$ cat src/rtl/fp_mul_pkg.sv
// Shared definitions for the floating-point multiplier round/pack stage.
// Holds the format constants, the stage-1 payload struct, the rounding-mode
// enum and the normalise helper used by stage 1.
// Optional build macro FP_MUL_RTZ_EN (round-toward-zero support) is handled
// in the interface and top module; nothing here depends on it.
package fp_mul_pkg;

  localparam int EXP_W   = 8;          // exponent field width
  localparam int MAN_W   = 24;         // significand width incl. hidden bit
  localparam int BIAS    = 127;        // exponent bias (input arrives rebiased)
  localparam int EXP_MAX = 255;        // all-ones exponent: infinity
  localparam int EXP_EW  = EXP_W + 2;  // signed working exponent width
  localparam int PROD_W  = 2 * MAN_W;  // raw significand product width
  localparam int FRAC_W  = MAN_W - 1;  // stored fraction width

  localparam logic [EXP_EW-1:0] EXP_OVF = EXP_EW'(EXP_MAX);

  typedef enum logic {
    RND_RNE = 1'b0,
    RND_RTZ = 1'b1
  } rnd_mode_e;

  // Stage-1 payload: normalised significand plus round bits.
  // exp is a two's-complement value; compare it with $signed().
  typedef struct packed {
    logic              sign;
    logic [EXP_EW-1:0] exp;
    logic [MAN_W-1:0]  sig;
    logic              guard;
    logic              sticky;
  } s1_payload_t;

  // Select the top MAN_W bits of the product depending on whether the
  // product landed in [2,4) (top bit set) or [1,2).
  function automatic s1_payload_t normalise(input logic              sign,
                                            input logic [EXP_EW-1:0] exp,
                                            input logic [PROD_W-1:0] man);
    s1_payload_t p;
    p.sign = sign;
    if (man[PROD_W-1]) begin
      p.sig    = man[PROD_W-1 -: MAN_W];
      p.guard  = man[MAN_W-1];
      p.sticky = |man[MAN_W-2:0];
      p.exp    = exp + {{(EXP_EW-1){1'b0}}, 1'b1};
    end else begin
      p.sig    = man[PROD_W-2 -: MAN_W];
      p.guard  = man[MAN_W-2];
      p.sticky = |man[MAN_W-3:0];
      p.exp    = exp;
    end
    return p;
  endfunction

endpackage

$ cat src/rtl/fp_mul_round_pack_if.sv
// Handshake/data bundle for fp_mul_round_pack.
//   slave  : view of the round/pack stage (consumes operands, produces result)
//   master : view of the environment driving operands and taking results
// With FP_MUL_RTZ_EN defined an extra rnd_mode signal travels with the beat.
interface fp_mul_round_pack_if;
  import fp_mul_pkg::*;

  logic                   in_valid;
  logic                   in_ready;
  logic                   sign_in;
  logic [EXP_EW-1:0]      exp_in;
  logic [PROD_W-1:0]      man_in;
`ifdef FP_MUL_RTZ_EN
  logic                   rnd_mode;
`endif
  logic                   out_valid;
  logic                   out_ready;
  logic [EXP_W+MAN_W-1:0] result;
  logic                   flag_ovf;
  logic                   flag_unf;
  logic                   flag_inx;

  modport slave (
    input  in_valid, sign_in, exp_in, man_in,
`ifdef FP_MUL_RTZ_EN
    input  rnd_mode,
`endif
    input  out_ready,
    output in_ready, out_valid, result, flag_ovf, flag_unf, flag_inx
  );

  modport master (
    output in_valid, sign_in, exp_in, man_in,
`ifdef FP_MUL_RTZ_EN
    output rnd_mode,
`endif
    output out_ready,
    input  in_ready, out_valid, result, flag_ovf, flag_unf, flag_inx
  );

endinterface

$ cat src/rtl/fp_round_rne.sv
// Combinational rounding of a normalised significand.
// Ports: sig/guard/sticky/exp in, mode (RNE or RTZ) in;
//        frac (rounded stored fraction), exp_out (exponent after carry),
//        inexact (discarded bits were nonzero) out.
module fp_round_rne
  import fp_mul_pkg::*;
(
  input  logic [MAN_W-1:0]  sig,
  input  logic              guard,
  input  logic              sticky,
  input  logic [EXP_EW-1:0] exp,
  input  rnd_mode_e         mode,
  output logic [FRAC_W-1:0] frac,
  output logic [EXP_EW-1:0] exp_out,
  output logic              inexact
);

  logic inc_s;
  logic carry_s;

  // Round-to-nearest-even increment; round-toward-zero never increments.
  always_comb begin
    inc_s = 1'b0;
    if (mode == RND_RTZ) begin
      inc_s = 1'b0;
    end else begin
      inc_s = guard && (sticky || sig[0]);
    end
  end

  // A carry out of sig+inc only happens for an all-ones significand; the
  // fraction then wraps to zero, which is exactly the renormalised 1.000..0.
  assign carry_s = inc_s && (&sig);
  assign frac    = sig[FRAC_W-1:0] + {{(FRAC_W-1){1'b0}}, inc_s};
  assign exp_out = exp + {{(EXP_EW-1){1'b0}}, carry_s};
  assign inexact = guard || sticky;

endmodule

$ cat src/rtl/fp_mul_round_pack.sv
// Final stage of the single-precision multiplier: normalise (S1), then
// round, range-check and pack the IEEE-754 word (S2), with a valid/ready
// two-stage pipeline.
// Ports: clk, reset (synchronous, active-high), bus (fp_mul_round_pack_if
//        slave: operand beat in, packed result and ovf/unf/inx flags out).
// Build macro FP_MUL_RTZ_EN: adds per-beat rnd_mode (1 = round toward zero,
// overflow saturates to the largest finite value).
module fp_mul_round_pack
  import fp_mul_pkg::*;
(
  input  logic                clk,
  input  logic                reset,
  fp_mul_round_pack_if.slave  bus
);

  logic                   s1_valid_r;
  logic                   s2_valid_r;
  s1_payload_t            s1_pay_r;
  s1_payload_t            s1_pay_s;
  rnd_mode_e              s1_mode_s;
  logic                   s1_advance_s;
  logic                   in_ready_s;

  logic [FRAC_W-1:0]      rnd_frac_s;
  logic [EXP_EW-1:0]      rnd_exp_s;
  logic                   rnd_inx_s;
  logic                   zero_s;

  logic [EXP_W+MAN_W-1:0] res_s;
  logic                   ovf_s;
  logic                   unf_s;
  logic                   inx_s;

  logic [EXP_W+MAN_W-1:0] res_r;
  logic                   ovf_r;
  logic                   unf_r;
  logic                   inx_r;

  assign s1_pay_s     = normalise(bus.sign_in, bus.exp_in, bus.man_in);
  assign s1_advance_s = !s2_valid_r || bus.out_ready;
  assign in_ready_s   = !s1_valid_r || s1_advance_s;

`ifdef FP_MUL_RTZ_EN
  rnd_mode_e s1_mode_r;

  // Rounding mode rides along with the stage-1 payload.
  always_ff @(posedge clk) begin
    if (reset) begin
      s1_mode_r <= RND_RNE;
    end else if (in_ready_s && bus.in_valid) begin
      s1_mode_r <= rnd_mode_e'(bus.rnd_mode);
    end
  end

  assign s1_mode_s = s1_mode_r;
`else
  assign s1_mode_s = RND_RNE;
`endif

  fp_round_rne u_round (
    .sig     (s1_pay_r.sig),
    .guard   (s1_pay_r.guard),
    .sticky  (s1_pay_r.sticky),
    .exp     (s1_pay_r.exp),
    .mode    (s1_mode_s),
    .frac    (rnd_frac_s),
    .exp_out (rnd_exp_s),
    .inexact (rnd_inx_s)
  );

  // With the top bit clear, sig/guard/sticky together cover every product
  // bit, so all three being zero means the whole product was zero.
  assign zero_s = (s1_pay_r.sig == {MAN_W{1'b0}}) && !s1_pay_r.guard && !s1_pay_r.sticky;

  // Range check after rounding and pack; zero product wins over everything.
  always_comb begin
    res_s = {(EXP_W+MAN_W){1'b0}};
    ovf_s = 1'b0;
    unf_s = 1'b0;
    inx_s = 1'b0;
    if (zero_s) begin
      res_s = {s1_pay_r.sign, {(EXP_W+FRAC_W){1'b0}}};
    end else if ($signed(rnd_exp_s) >= $signed(EXP_OVF)) begin
      ovf_s = 1'b1;
      inx_s = 1'b1;
      if (s1_mode_s == RND_RTZ) begin
        res_s = {s1_pay_r.sign, {(EXP_W-1){1'b1}}, 1'b0, {FRAC_W{1'b1}}};
      end else begin
        res_s = {s1_pay_r.sign, {EXP_W{1'b1}}, {FRAC_W{1'b0}}};
      end
    end else if (rnd_exp_s[EXP_EW-1] || (rnd_exp_s == {EXP_EW{1'b0}})) begin
      // Flush to signed zero; no subnormals are produced.
      unf_s = 1'b1;
      inx_s = 1'b1;
      res_s = {s1_pay_r.sign, {(EXP_W+FRAC_W){1'b0}}};
    end else begin
      inx_s = rnd_inx_s;
      res_s = {s1_pay_r.sign, rnd_exp_s[EXP_W-1:0], rnd_frac_s};
    end
  end

  // Pipeline registers: S1 loads when it is empty or draining, S2 loads
  // when it is empty or the consumer takes the current result.
  always_ff @(posedge clk) begin
    if (reset) begin
      s1_valid_r <= 1'b0;
      s2_valid_r <= 1'b0;
      s1_pay_r   <= '0;
      res_r      <= {(EXP_W+MAN_W){1'b0}};
      ovf_r      <= 1'b0;
      unf_r      <= 1'b0;
      inx_r      <= 1'b0;
    end else begin
      if (in_ready_s) begin
        s1_valid_r <= bus.in_valid;
        if (bus.in_valid) begin
          s1_pay_r <= s1_pay_s;
        end
      end
      if (s1_advance_s) begin
        s2_valid_r <= s1_valid_r;
        if (s1_valid_r) begin
          res_r <= res_s;
          ovf_r <= ovf_s;
          unf_r <= unf_s;
          inx_r <= inx_s;
        end
      end
    end
  end

  assign bus.in_ready  = in_ready_s;
  assign bus.out_valid = s2_valid_r;
  assign bus.result    = res_r;
  assign bus.flag_ovf  = ovf_r;
  assign bus.flag_unf  = unf_r;
  assign bus.flag_inx  = inx_r;

endmodule

$ cat src/flat_wrapper.sv
// flat-port wrapper written by rule: the top's interface ports become plain ports
module fp_mul_round_pack_flat import fp_mul_pkg::*;
  (clk, reset, bus_in_valid, bus_sign_in, bus_exp_in, bus_man_in, bus_out_ready, bus_in_ready, bus_out_valid, bus_result, bus_flag_ovf, bus_flag_unf, bus_flag_inx);
  fp_mul_round_pack_if bus_i ();
  input  logic clk;
  input  logic reset;
  input wire logic [$bits(bus_i.in_valid)-1:0] bus_in_valid;
  input wire logic [$bits(bus_i.sign_in)-1:0] bus_sign_in;
  input wire logic [$bits(bus_i.exp_in)-1:0] bus_exp_in;
  input wire logic [$bits(bus_i.man_in)-1:0] bus_man_in;
  input wire logic [$bits(bus_i.out_ready)-1:0] bus_out_ready;
  output wire logic [$bits(bus_i.in_ready)-1:0] bus_in_ready;
  output wire logic [$bits(bus_i.out_valid)-1:0] bus_out_valid;
  output wire logic [$bits(bus_i.result)-1:0] bus_result;
  output wire logic [$bits(bus_i.flag_ovf)-1:0] bus_flag_ovf;
  output wire logic [$bits(bus_i.flag_unf)-1:0] bus_flag_unf;
  output wire logic [$bits(bus_i.flag_inx)-1:0] bus_flag_inx;
  assign bus_i.in_valid = bus_in_valid;
  assign bus_i.sign_in = bus_sign_in;
  assign bus_i.exp_in = bus_exp_in;
  assign bus_i.man_in = bus_man_in;
  assign bus_i.out_ready = bus_out_ready;
  assign bus_in_ready = bus_i.in_ready;
  assign bus_out_valid = bus_i.out_valid;
  assign bus_result = bus_i.result;
  assign bus_flag_ovf = bus_i.flag_ovf;
  assign bus_flag_unf = bus_i.flag_unf;
  assign bus_flag_inx = bus_i.flag_inx;
  fp_mul_round_pack u_core (.clk(clk), .reset(reset), .bus(bus_i));
endmodule
$ cat config.mk
export PLATFORM = sky130hd
export DESIGN_NAME = fp_mul_round_pack_flat
export DESIGN_NICKNAME = d
export VERILOG_FILES = /design/src/rtl/fp_mul_pkg.sv /design/src/rtl/fp_mul_round_pack_if.sv /design/src/rtl/fp_round_rne.sv /design/src/rtl/fp_mul_round_pack.sv /design/src/flat_wrapper.sv
export SDC_FILE = /design/constraint.sdc
export NUM_CORES = 1
export LEC_CHECK = 0
export CORE_ASPECT_RATIO = 0.9
export CORE_MARGIN = 2
export CORE_UTILIZATION = 50
export CTS_CLUSTER_DIAMETER = 80
export DETAILED_ROUTE_END_ITERATION = 16
export GPL_ROUTABILITY_DRIVEN = 1
export PLACE_DENSITY_LB_ADDON = 0.05
export SYNTH_ARGS = -nofsm -noshare
export SYNTH_HDL_FRONTEND = slang
export SYNTH_HIERARCHICAL = 1
export SYNTH_SLANG_ARGS = --single-unit
$ cat constraint.sdc
create_clock -name clk -period 4.6 [get_ports clk]
set_clock_uncertainty 0.15 [all_clocks]
set_input_delay 0.46 -clock clk [delete_from_list [all_inputs] [get_ports clk]]
set_output_delay 0.46 -clock clk [all_outputs]
set_load 0.02 [all_outputs]
# --- After elaboration in Yosys (flattened, before gate mapping) ---
# Cells that the tools add are included.
word_totals:
  register_bits: 74
  in_bits: 63
  out_inout_bits: 37
  elab_cells: 47
op_classes:
  addsub: 3
  order_cmp: 1
  mux: 12
  n_reduce_logical: 20
op_table:
  columns: ["op", "count"]
  rows:
  - ["two-way mux 31 bit", 3]
  - ["two-way mux 36 bit", 1]
  - ["zero test 24 bit", 1]
  - ["AND reduction 24 bit", 1]
  - ["adder 23 x 1 -> 23 bit", 1]
  - ["OR reduction 23 bit", 1]
  - ["OR reduction 22 bit", 1]
  - ["adder 10 x 1 -> 10 bit", 1]
  - ["adder 10 x 1 -> 10 bit, second input constant", 1]
  - ["greater-or-equal comparator 10 x 9 -> 1 bit, second input constant", 1]
  - ["zero test 10 bit", 1]
  - ["two-way mux 1 bit", 8]
  - ["logical OR 1 bit", 5]
  - ["logical AND 1 bit", 4]
  - ["zero test 1 bit", 4]
  - ["AND reduction 2 bit", 2]

# --- Longest topological paths before layout ---
# Gate-level depths: netlist (run 1).
logic_depth:
  ltp_word: 9
  ltp_mapped: 14
  ltp_nobuf: 13

# --- Modules after synthesis ---
# The synthesis (run 1) kept the hierarchy.
modules_own_cells:
  columns: ["mod", "n_inst", "cells_per_inst", "area_per_inst_um2", "seq_area_each_um2"]
  rows:
  - ["fp_mul_round_pack", 1, 374, 3552.2, 1481.4]
  - ["fp_round_rne", 1, 92, 625.6, 0.0]

# --- Worst setup path after synthesis (run 1) ---
# No wires, ideal clock.
synth_timing:
  path_type: "reg2reg"
  from: "register u_core/s1_pay_r[8] (netlist bit)"
  to: "register u_core.res_r[0] (netlist: u_core/bus.result[0])"
  setup_time_ns: 0.115
  arrival_ns: 3.243
  t_required_ns: 4.335
  slack_ns: 1.092
  stages_incl_launch_ff: 15
  n_path_buf: 1
  synth_period_minus_slack_ns: 3.508
  path_cell_list: "dfxtp_1 > nand3_2 > or2_2 > or4_1 > nor3_1 > ha_1 > ha_1 > inv_1 > or3_1 > xnor2_1 > nor4_1 > a31oi_2 > o211ai_4 > buf_6 > o21ai_2"
synth_via:
  elab_chain_cells: 8
  elab_cells_between_ends: 12
  classes_between: "add/sub (1); order compare (1); mux (3); reduce/logical (7)"
synth_lines:
  columns: ["item", "line_no", "source"]
  rows:
  - ["start, declared", "fp_mul_round_pack.sv:18", "s1_payload_t s1_pay_r;"]
  - ["start signal, assigned", "fp_mul_round_pack.sv:117", "s1_pay_r <= s1_pay_s;"]
  - ["AND reduction 24 bit *", "fp_round_rne.sv:33", "assign carry_s = inc_s && (&sig);"]
  - ["logical AND 1 bit *", "fp_round_rne.sv:33", null]
  - ["adder 10 x 1 -> 10 bit *", "fp_round_rne.sv:35", "assign exp_out = exp + {{(EXP_EW-1){1'b0}}, carry_s};"]
  - ["named net u_core.rnd_exp_s[6]", "fp_mul_round_pack.sv:25", "logic [EXP_EW-1:0] rnd_exp_s;"]
  - ["parallel branches: the longest is 3 deep, another holds greater-or-equal comparator 10 x 9 -> 1 bit", null, null]
  - ["two-way mux 31 bit *", "fp_mul_round_pack.sv:83", "end else if ($signed(rnd_exp_s) >= $signed(EXP_OVF)) begin"]
  - ["two-way mux 31 bit *", "fp_mul_round_pack.sv:81", "if (zero_s) begin"]
  - ["end signal, assigned", "fp_mul_round_pack.sv:109", "res_r <= {(EXP_W+MAN_W){1'b0}};"]
  - ["end signal, assigned", "fp_mul_round_pack.sv:123", "res_r <= res_s;"]
  - ["end, declared", "fp_mul_round_pack.sv:34", "logic [EXP_W+MAN_W-1:0] res_r;"]
# Mark *: on every way through the listed nets, which the timed path passes.
# A chain may end at the register's enable or synchronous reset.

# --- Final worst setup path (run 1) ---
layout_timing:
  from: "register u_core/s1_pay_r[5] (netlist bit)"
  to: "register u_core.res_r[10] (netlist: u_core/bus.result[10])"
# Same word-level chain as after synthesis.

==> results.ini, run 1 <==
[critical_path]
startpoint_type = register
crit_path_start = u_core/s1_pay_r[5]
worstRegToRegCells = 13
r2r-start = u_core/s1_pay_r[5]
cp.required_ps = 4640
endpoint_kind = register
crit_type = reg -> reg
cp_max_fo = 23
cp.arrival_ps = 4150

[drt]
drcViolationCount = 0
ant_nets = 0
vias = 3596
wl_mm = 9.46
vias_per_cell = 5.53
firstDrtPassIters = 4
wl_per_cell_um = 14.6
first_iter_violations = 112

[cells_and_area]
final_nets = 615
layout-drive-gt1-share_pct = 10.7
nFillCells = 700
area_growth_pct = 29.2
regArea_um2 = 1480
multiInputGateArea_um2 = 2510
stdcell_area_um2 = 5400
stdcell_count = 650
diodes = 0

[pwr]
p_total_w = 0.00160
combPwrFrac_pct = 17.1
clockPowerShare_pct = 37.7
pwr_density_cell_nw_per_um2 = 296
power_switching_w = 0.000415
p_leak_nw = 1.93
ir_drop_v = 0.000195
p_int_w = 0.00118
p_seq_share_pct = 45.1
p_sw_share_pct = 25.9

[sta]
final_max_slew_viol_count = 0
hold_viol = 0
fin_crit_sh_pct = 89.4
min_period_ps = 4110
tns_ps = 0
tightest_slew_ps = 1200
rsz0062_at_grt = no
fmax_mhz = 243
setup_ws_ps = 488
maxSlewHeadroom_pct = 20.1
setup_viol = 0

[synth]
yosys-top-cells-count = dfxtp_1 (74), nand3b_1 (56), nor2_1 (53)
async_reset_ff_share_pct = 0
synth_edf_count = 0
synth-seq-cells = 74
yosysWarningCount = 6
syn_nets = 534
syn_area_um2 = 4180
seq_area_frac_synth_pct = 35.5
yosysMostFrequentCell = dfxtp_1
synth_top_area_share_pct = 35.5
synth_cell_types = 47
synth_flop_cell = dfxtp_1
syn_inst = 466
avgSynthCellArea_um2 = 8.97
ys_top_cells_by_area = dfxtp_1 (35%), nand3b_1 (10%), a211oi_1 (6.3%)
synth_top_area_cell = dfxtp_1

[placed_design]
place_ws_ps = 495
dp.final_hpwl_mm = 7.19
io_buffers = 99
gp_congestion = 0.831
dp_cells = 635
placed_cell_area_um2 = 5160

[clock_tree]
htreeDepth = 3
cts_tree = yes
postCtsSetupBuffers = 0
clk_latency_ps = 350
cts_made_buffers = 9
clock_sinks = 74
root_buffer = clkbuf_8
cts_resized = 0
clockBufferDepth = 2
clkSlewWorstSetupHoldPaths_ps = 70
ctsHoldBuffers = 0

[global_route]
grt_pass1_wl_mm = 15.6
antenna_found_initial = 0
grt_pass1_vias = 3192
grt_max_degree = 56
grt.overflow.total = 0
track_usage_pct = 21.2

[floorplanning]
die_area_um2 = 9100
die_w_um = 100
dieHeight_um = 90.7
core_area_um2 = 8070
start_util_pct = 51.8
ios = 100
rows = 31

[status]
status = finished clean

[hold_path]
holdPathStages = 2
hp-start = u_core/bus.flag_ovf
hold_class = reg -> reg

[job]
max_cap_viol_count = 0

[cell type report]
cell class                 instances  share of cell area [%]
tap                               99                    2.29
multi-input combinational        351                    46.5
clock buffer                      10                    2.55
clock inverter                     5                    1.90
inverter                           8                   0.556
timing repair buffer             103                    18.7
sequential                        74                    27.4
[cells in the final DEF, fill, tap and decap left out, types with 3 or more instances in the layout]
master,netlist,layout
nand4_1,10,10
a211oi_1,35,35
mux2i_1,26,26
inv_1,8,8
bufinv_16,0,3
buf_4,0,4
a21oi_1,3,3
nand3_1,18,18
dfxtp_1,74,74
ha_1,5,5
nor2_1,53,53
o21ai_2,21,21
xor2_1,19,19
clkbuf_8,0,10
o21ai_0,11,11
nor4_1,11,11
and4_1,4,4
clkdlybuf4s50_1,0,97
nand2_1,11,11
o31ai_1,8,8
nor3_1,8,8
xnor2_1,19,19
nand3b_1,56,56
[cells by family (layout without fill, tap and decap cells)]
group	count (synthesis)	count (layout)	synth area share, %
AND/OR/NAND/NOR	193	193	27.6
AO/OA/AOI/OAI	88	88	16.7
flip-flops	74	74	35.5
buffers and inverters	41	126	4.49
XOR/XNOR	38	38	7.97
multiplexers	26	26	6.23
adder cells (fa/ha/maj)	5	5	1.50
other	1	1	0.0898
[state kept, by name, summed over array words and instances, names as in the netlist]
signal,count
u_core/bus.flag_inx,1
u_core/bus.flag_ovf,1
u_core/bus.flag_unf,1
u_core/bus.out_valid,1
u_core/bus.result,32
u_core/s1_pay_r,37
u_core/s1_valid_r,1
[power groups by stage]
| stage | clock network [W] | logic [W] | registers (W) |
|---|---|---|---|
| final | 0.000603 | 0.000274 | 0.000722 |
| after floorplan | 0 | 0.000164 | 0.000736 |
| after CTS | 0.000616 | 0.000275 | 0.000721 |
| after detailed placement | 0 | 0.000275 | 0.000736 |
| after global placement | 0 | 0.000270 | 0.000733 |
| after global routing | 0.000644 | 0.000300 | 0.000728 |
[layer usage]
| layer | GRT usage, % | vias to the layer above | wire length [um] |
|---|---|---|---|
| met5 | 0 | - | 0 |
| met4 | 7.19 | 0 | 136 |
| met3 | 3.10 | 12 | 354 |
| met2 | 30.0 | 85 | 3810 |
| met1 | 32.5 | 1621 | 5160 |
| li1 | - | 1878 | - |
[through the flow]
stage	hold slack (ps)	util, %
floorplan	281	-
global placement	289	63.9
detailed placement	302	63.9
CTS	311	66.9
global route	329	66.9
finish	307	66.9
[critical path: stages (launching register included)]
cell and delay [ps]:
dfxtp_1 480, nand2_1 130, or2_2 350, or4_1 500, nor3_1 170, ha_1 230, ha_1 230, inv_1 60
or3_1 360, xnor2_1 170, nor4_1 280, a31oi_2 220, o211ai_4 420, o21ai_0 190
[final timing paths]
check	end	slack [ps]
max	u_core/bus.result[10]	490
min	u_core/bus.flag_ovf	310
max reg2reg	u_core/bus.result[10]	490
min reg2reg	u_core/bus.flag_ovf	310
Note: power is estimated with default switching activity, not from simulation.
==> run 2, diff against run 1 <==
- CTS_CLUSTER_DIAMETER: 80 -> 60
- GPL_ROUTABILITY_DRIVEN: 1 -> 0
- SKIP_LAST_GASP: default -> 1
==> results.ini, run 2 (synthesized netlist as in run 1, its figures left out) <==
[status]
status = finished clean

[placed_design]
dp.final_hpwl_mm = 7.11  ; -1.0%
dp_cells = 635  ; unchanged
io_buffers = 99  ; unchanged
placed_cell_area_um2 = 5160  ; unchanged

[cells_and_area]
most-common-layout-cells = clkdlybuf4s50_1 (97), dfxtp_1 (74), nand3b_1 (56), nor2_1 (53), a211oi_1 (35)
stdcell_count = 651  ; +0.15%
area_growth_pct = 29.8
layout-drive-gt1-share_pct = 10.7  ; -0.019 points
regMostFlops = u_core/s1_pay_r
final_nets = 615  ; unchanged
largest_reg_flops = 37  ; unchanged
final_common_cell = clkdlybuf4s50_1
diodes = 0  ; unchanged
stdcell_area_um2 = 5420  ; +0.49%

[critical_path]
cp_max_fo = 23  ; unchanged
crit_type = reg -> reg
cp.required_ps = 4630  ; about the same
endpoint_kind = register
startpoint_type = register
cp.arrival_ps = 4120  ; -30 ps

[global_route]
grt_pass1_vias = 3192  ; unchanged
antenna_found_initial = 0  ; unchanged
track_usage_pct = 21.1  ; -0.14 points
grt_max_degree = 61  ; +8.9%
grt.overflow.total = 0  ; unchanged
grt_pass1_wl_mm = 15.6  ; about the same

[sta]
maxSlewHeadroom_pct = 21.5  ; +1.4 points
tns_ps = 0  ; unchanged
min_period_ps = 4090  ; -25.3 ps
rsz0062_at_grt = no
hold_viol = 0  ; unchanged
fmax_mhz = 245  ; +0.62%
fin_crit_sh_pct = 88.8  ; -0.55 points
tightest_slew_ps = 1180  ; -20.7 ps
final_max_slew_viol_count = 0  ; unchanged
whs_ps = 309  ; +1.66 ps
setup_viol = 0  ; unchanged

[floorplanning]
rows = 31  ; unchanged
dieHeight_um = 90.7  ; unchanged
die_w_um = 100  ; unchanged
die_area_um2 = 9100  ; unchanged
ios = 100  ; unchanged
core_area_um2 = 8070  ; unchanged
start_util_pct = 51.8  ; unchanged

[clock_tree]
htreeDepth = 3  ; unchanged
clk_latency_ps = 340  ; about the same
root_buffer = clkbuf_8
clockBufferDepth = 2  ; unchanged
clkSlewWorstSetupHoldPaths_ps = 70  ; about the same
postCtsSetupBuffers = 0  ; unchanged
cts_resized = 0  ; unchanged
cts_tree = yes
clock_sinks = 74  ; unchanged
ctsHoldBuffers = 0  ; unchanged
cts_made_buffers = 9  ; unchanged

[pwr]
ir_drop_v = 0.000158  ; -19%
pwr_density_cell_nw_per_um2 = 305  ; +2.8%
p_leak_nw = 1.94  ; +0.79%

[drt]
vias_per_cell = 5.59  ; +1.0%
wl_per_cell_um = 14.6  ; +0.51%
first_iter_violations = 181  ; +62%
ant_nets = 0  ; unchanged
wl_mm = 9.53  ; +0.67%
firstDrtPassIters = 5  ; +1
vias = 3639  ; +1.2%
drcViolationCount = 0  ; unchanged

[job]
max_cap_viol_count = 0  ; unchanged

[hold_path]
hold_class = reg -> reg

[run 2: cell types whose count changed in the layout (fill, tap and decap cells not counted)]
cell / delta
clkbuf_1: +1
clkinvlp_4: -1
bufinv_16: +1
[run 2: per-stage QoR]
| step | worst slack (ps) | utilization, % | power, W |
|---|---|---|---|
| 2_1_floorplan | 1090 | - | 0.000900 |
| 3_3_place_gp | 674 | 63.9 | 0.00100 |
| 3_5_place_dp | 506 | 63.9 | 0.00101 |
| 4_1_cts | 508 | 67.2 | 0.00166 |
| 5_1_grt | 214 | 67.2 | 0.00172 |
| 6_report | 513 | 67.2 | 0.00165 |
[run 2: per-layer routing]
layer / vias to the layer above / part of all wire (%) / global-route usage (%)
met5: - / 0 / 0
met4: 0 / 0.78 / 6.51
met3: 4 / 4.3 / 3.64
met2: 91 / 43 / 30.3
met1: 1671 / 52 / 31.8
li1: 1873 / - / -
[run 2: cell type report]
cell class / instances / area (um^2)
Fill cell: 712 / 2640
Multi-Input combinational cell: 351 / 2510
Sequential cell: 74 / 1480
Timing Repair Buffer: 103 / 1010
Clock buffer: 11 / 141
Clock inverter: 5 / 125
Tap cell: 99 / 124
Inverter: 8 / 30.0
[run 2: worst paths after layout]
check | endpoint | cells past startpoint | start | slack (ps)
max | u_core/bus.result[10] | 13 | u_core/s1_pay_r[8] | 510
min | u_core/bus.flag_ovf | 2 | u_core/bus.flag_ovf | 310
max reg2reg | u_core/bus.result[10] | 13 | u_core/s1_pay_r[8] | 510
min reg2reg | u_core/bus.flag_ovf | 2 | u_core/bus.flag_ovf | 310
[run 2: report_power, final]
part	total (W)	switching [W]	internal (W)
sequential	0.000721	0.0000443	0.000677
clock	0.000657	0.000228	0.000430
combinational	0.000274	0.000137	0.000137
[run 2: critical path, stage by stage (launching register included)]
cell and delay (ps):
dfxtp_1 470, nand3_2 160, or2_2 330, or4_1 510, nor3_1 190, ha_1 230, ha_1 220, inv_1 70
or3_1 360, xnor2_1 170, nor4_1 250, a31oi_2 210, o211ai_4 420, o21ai_0 210
